--- src/rtl/imem_access_arbiter.sv ---
// Shares the read-only instruction memory between fetch and debug readers.
// Define IMEM_ARB_ROUND_ROBIN_EN for round-robin arbitration on contention.
module imem_access_arbiter #(
   parameter int ADDR_W = 64,
   parameter int DATA_W = 32,
   parameter int RD_LAT = 2
) (
   input  logic              CLK,
   input  logic              resetl,
   input  logic              fetch_req,
   input  logic [ADDR_W-1:0] fetch_addr,
   output logic              fetch_gnt,
   output logic              fetch_rvalid,
   output logic [DATA_W-1:0] fetch_rdata,
   input  logic              dbg_req,
   input  logic [ADDR_W-1:0] dbg_addr,
   output logic              dbg_gnt,
   output logic              dbg_rvalid,
   output logic [DATA_W-1:0] dbg_rdata,
   output logic [ADDR_W-1:0] mem_addr,
   input  logic [DATA_W-1:0] mem_data,
   output logic              misalign,
   output logic              busy
);

   typedef enum logic {IDLE, WAIT} state_t;
   typedef enum logic {FETCH, DBG} owner_t;

   localparam logic [3:0] CNT_INIT = 4'(RD_LAT - 1);

   state_t            state, state_n;
   owner_t            owner, owner_n;
   logic [3:0]        cnt, cnt_n;
   logic              mis_q, mis_n;
   logic [ADDR_W-1:0] maddr_n;
   logic              fgnt_n, dgnt_n;
   logic              frv_n, drv_n, misal_n;
   logic [DATA_W-1:0] frd_n, drd_n;
   logic              win_dbg;
   logic [ADDR_W-1:0] win_addr;

`ifdef IMEM_ARB_ROUND_ROBIN_EN
   owner_t            last_owner, last_n;

   // On contention the port that did not win last time goes first.
   always_comb begin
      win_dbg = dbg_req && (!fetch_req || (last_owner == FETCH));
   end
`else
   always_comb begin
      win_dbg = dbg_req && !fetch_req;
   end
`endif

   assign win_addr = win_dbg ? dbg_addr : fetch_addr;
   assign busy     = (state == WAIT);

   always_comb begin
      state_n = state;
      owner_n = owner;
      cnt_n   = cnt;
      mis_n   = mis_q;
      maddr_n = mem_addr;
      fgnt_n  = 1'b0;
      dgnt_n  = 1'b0;
      frv_n   = 1'b0;
      drv_n   = 1'b0;
      misal_n = 1'b0;
      frd_n   = fetch_rdata;
      drd_n   = dbg_rdata;
`ifdef IMEM_ARB_ROUND_ROBIN_EN
      last_n  = last_owner;
`endif
      unique case (state)
         IDLE: begin
            if (fetch_req || dbg_req) begin
               state_n = WAIT;
               cnt_n   = CNT_INIT;
               owner_n = win_dbg ? DBG : FETCH;
               mis_n   = |win_addr[1:0];
               maddr_n = {win_addr[ADDR_W-1:2], 2'b00};
               fgnt_n  = !win_dbg;
               dgnt_n  = win_dbg;
`ifdef IMEM_ARB_ROUND_ROBIN_EN
               last_n  = win_dbg ? DBG : FETCH;
`endif
            end
         end
         WAIT: begin
            if (cnt != 4'd0) begin
               cnt_n = cnt - 4'd1;
            end else begin
               state_n = IDLE;
               misal_n = mis_q;
               if (owner == DBG) begin
                  drv_n = 1'b1;
                  drd_n = mem_data;
               end else begin
                  frv_n = 1'b1;
                  frd_n = mem_data;
               end
            end
         end
      endcase
   end

   always_ff @(posedge CLK or negedge resetl) begin
      if (!resetl) begin
         state        <= IDLE;
         owner        <= FETCH;
         cnt          <= 4'd0;
         mis_q        <= 1'b0;
         mem_addr     <= '0;
         fetch_gnt    <= 1'b0;
         dbg_gnt      <= 1'b0;
         fetch_rvalid <= 1'b0;
         dbg_rvalid   <= 1'b0;
         misalign     <= 1'b0;
         fetch_rdata  <= '0;
         dbg_rdata    <= '0;
`ifdef IMEM_ARB_ROUND_ROBIN_EN
         last_owner   <= DBG;
`endif
      end else begin
         state        <= state_n;
         owner        <= owner_n;
         cnt          <= cnt_n;
         mis_q        <= mis_n;
         mem_addr     <= maddr_n;
         fetch_gnt    <= fgnt_n;
         dbg_gnt      <= dgnt_n;
         fetch_rvalid <= frv_n;
         dbg_rvalid   <= drv_n;
         misalign     <= misal_n;
         fetch_rdata  <= frd_n;
         dbg_rdata    <= drd_n;
`ifdef IMEM_ARB_ROUND_ROBIN_EN
         last_owner   <= last_n;
`endif
      end
   end

endmodule

--- config.mk ---
export PLATFORM = sky130hd
export DESIGN_NAME = imem_access_arbiter
export DESIGN_NICKNAME = d
export VERILOG_FILES = /design/src/rtl/imem_access_arbiter.sv
export SDC_FILE = /design/constraint.sdc
export NUM_CORES = 1
export LEC_CHECK = 0
export ABC_AREA = 0
export BUFFER_PORTS_ARGS = -buffer_cell sky130_fd_sc_hd__buf_2
export CAP_MARGIN = 10
export CORE_UTILIZATION = 35
export CTS_BUF_LIST = sky130_fd_sc_hd__clkbuf_8 sky130_fd_sc_hd__clkbuf_16
export DETAILED_ROUTE_END_ITERATION = 16
export GPL_TIMING_DRIVEN = 0
export MAX_ROUTING_LAYER = met4
export PLACE_DENSITY = 0.72
export SLEW_MARGIN = 20
export SYNTH_ARGS = -nofsm -noshare
export SYNTH_HDL_FRONTEND = slang
export SYNTH_SLANG_ARGS = --single-unit
--- constraint.sdc ---
create_clock -name CLK -period 1.95 [get_ports CLK]
set_input_delay 0.195 -clock CLK [delete_from_list [all_inputs] [get_ports CLK]]
set_output_delay 0.195 -clock CLK [all_outputs]
set_load 0.02 [all_outputs]
==> metrics.yaml <==
first_global_vias: 4632
antenna_found_initial: 0
io_pins: 298
syn_to_final_growth_pct: 44.0
antennaDiodeCount: 0
clockRootBuffer: "clkbuf_16"
dr.first_iter.drc_count: 161
place_area_um2: 7430
synth_top_flop_cell: "dfrtp_1"
path_depth: 7
cts.sinks: 138
synth-async-reset-ratio_pct: 100
grt_use_total_pct: 19.0
synth_adder_area_share_pct: 0.222
worst_pin_slew_ps: 615
cap_violations: 0
die_area_um2: 16600
crit_family: "simple AND/OR/NAND/NOR gates"
skew_ps: 6.06
synth-seq-cells: 138
seq_area_um2: 3450
cts_max_level: 4
routed_via_density: 4.78
clk_pin_slew_ps: 60
yosysWarningCount: 0
multi_input_area_um2: 1980
max-vdd-ir-drop_v: 0.000675
setup_viol: 0
synth-xor-area-share_pct: 0
synth-simple-area-share_pct: 6.41
die_w_um: 129
synth_edf_count: 0
leakagePower_uw: 0.00408
wire_per_inst_um: 14.9
start_kind: "flip-flop"
start_util_pct: 35.6
finalHoldViolations: 0
die_h_um: 129
coreArea_um2: 15800
cts_buffer_depth: 2
nets: 953
slew_violations: 0
hold_path.class: "in2reg"
wirelength_um: 15100
cts_tree: "done"
ff2ff_path_depth: 7
synth_compound_area_share_pct: 14.9
netlist.area_leader.share_pct: 61.2
outcome: "finished clean"
drc: 0
grt_pass1_wl_um: 23200
avgSynthCellArea_um2: 12.2
fmax_ghz: 0.536
end_kind: "flip-flop"
hold_depth: 2
cts_buffers: 17
drt_first_pass_iters: 4
port_buffers: 295
synth_area_leaders: "dfrtp_1, mux2_2, a22oi_1"
crit_buf_inv: 3
worstSetupPathType: "reg2reg"
yosysTopAreaCell: "dfrtp_1"
required_ps: 2240
fin_area_um2: 8120
critical_path_arrival_ps: 2150
worstSkewPairLatency_ps: 410
drive_above_1_share_pct: 52.9
hpwlAfterDp_um: 11400
critPathMaxStageDelay_ps: 410
syn_inst: 464
crit_path_cell_trace: "inv_1 -> ha_2 -> nor3b_4 -> and3_4 -> buf_6 -> buf_8 -> mux2_2"
p_total_uw: 14000
yosys.cell_types.count: 31
critical_path_peak_fanout: 10
place_congestion: 0.778
vias: 4858
period_needed_ps: 1860
fin_crit_sh_pct: 95.6
p_per_area_nw_per_um2: 1720
grt_remaining_overflow: 0
synthesis.area_um2: 5640
drtAntennaViolNets: 0
synth_mux_area_share_pct: 13.2
synth_top_family_by_area: "compound AO/OA/AOI/OAI gates"
nFillCells: 1422
fp-row-count: 46
slew_headroom_pct: 59.0
slowest_stage: "dfrtp_1"
grt_max_degree: 81
yosysSeqAreaShare_pct: 61.2
-- metal layers --
layer  share of wire, %  wire length (µm)  track usage (%)
met4                1.0               155             5.95
met1                 41              6270             20.9
met3                7.2              1090             5.74
met2                 50              7610             32.8
met5                  0                 0                -
-- cell families (layout without fill, tap and decap cells) --
logic type | count (synthesis) | count (layout)
flip-flops | 138 | 138
other | 1 | 2
multiplexers | 66 | 66
buffers and inverters | 42 | 378
AO/OA/AOI/OAI | 133 | 133
AND/OR/NAND/NOR | 83 | 83
adder cells (fa/ha/maj) | 1 | 1
-- repair_timing --
item / in CTS / in global routing
setup buffers: 2 / 5
cloned: 0 / 0
hold buffers: 1 / 0
pin swaps: 0 / 1
resized for setup: 0 / 7
hold endpoints to repair: 58 / 0
endpoints found under the setup margin: 29 / 58
-- placed cells by master, fill, tap and decap left out, types with 2 or more instances in the layout --
master / count
o21ai_0: 63
nand2_1: 67
buf_2: 304
buf_6: 4
clkbuf_16: 17
nor2_1: 2
a22oi_1: 62
inv_1: 4
inv_6: 6
o31ai_1: 2
nor3_1: 3
conb_1: 2
dfrtp_1: 138
mux2_2: 65
clkbuf_1: 17
nor2b_1: 3
buf_4: 9
clkinv_4: 4
bufinv_16: 2
inv_8: 2
buf_1: 2
buf_8: 4
-- layout make-up --
class	instances	area share [%]
tap	216	3.33
buffer	38	2.79
clock buffer	17	5.24
timing repair buffer	304	19.4
inverter	4	0.185
clock inverter	15	2.19
multi-input combinational	285	24.4
sequential	138	42.5
-- final timing paths --
check / from / slack, ps / end
worst max-delay path: cnt[0]$_DFFE_PN0P_ / 90 / fetch_rdata[22]$_DFFE_PN0P_
worst min-delay path: mem_data[13] / 30 / fetch_rdata[13]$_DFFE_PN0P_
worst max register to register: cnt[0]$_DFFE_PN0P_ / 90 / fetch_rdata[22]$_DFFE_PN0P_
worst min register to register: mem_addr[3]$_DFFE_PN0P_ / 470 / mem_addr[3]$_DFFE_PN0P_
max in group asynchronous: resetl / 900 / busy$_DFF_PN0_
min in group asynchronous: resetl / 290 / fetch_rdata[5]$_DFFE_PN0P_
-- registers in the layout (all words and copies together) (netlist names), 4 cells and up --
signal / count
cnt: 4
dbg_rdata: 32
fetch_rdata: 32
mem_addr: 62
-- synthesized netlist by cell type, types with 2 or more instances --
master	number
o21ai_0	63
o31ai_1	2
buf_2	10
dfrtp_1	138
nor2b_1	3
nand2_1	67
inv_1	4
buf_1	2
clkbuf_1	17
buf_6	6
nor3_1	3
and3_1	2
nor2_1	2
buf_4	3
mux2_2	65
a22oi_1	62
-- metrics by stage --
stage / hold slack [ps] / setup WS (ps) / std cells / TNS [ps] / util, %
floorplan: -101 / 150 / 465 / 0 / -
global placement: 441 / -1210 / 976 / -168250 / 46.7
detailed placement: 150 / -108 / 977 / -2710 / 46.9
CTS: 11.0 / 23.4 / 1012 / 0 / 50.9
global route: 9.87 / -26.7 / 1017 / -438 / 51.3
finish: 31.1 / 85.9 / 1017 / 0 / 51.3
-- power by group --
| group | internal [µW] | total, µW | switching [µW] |
|---|---|---|---|
| clock | 1930 | 3250 | 1320 |
| combinational | 2360 | 5820 | 3460 |
| sequential | 4250 | 4940 | 695 |
| total | 8540 | 14000 | 5470 |
(Power assumes the default switching activity.)
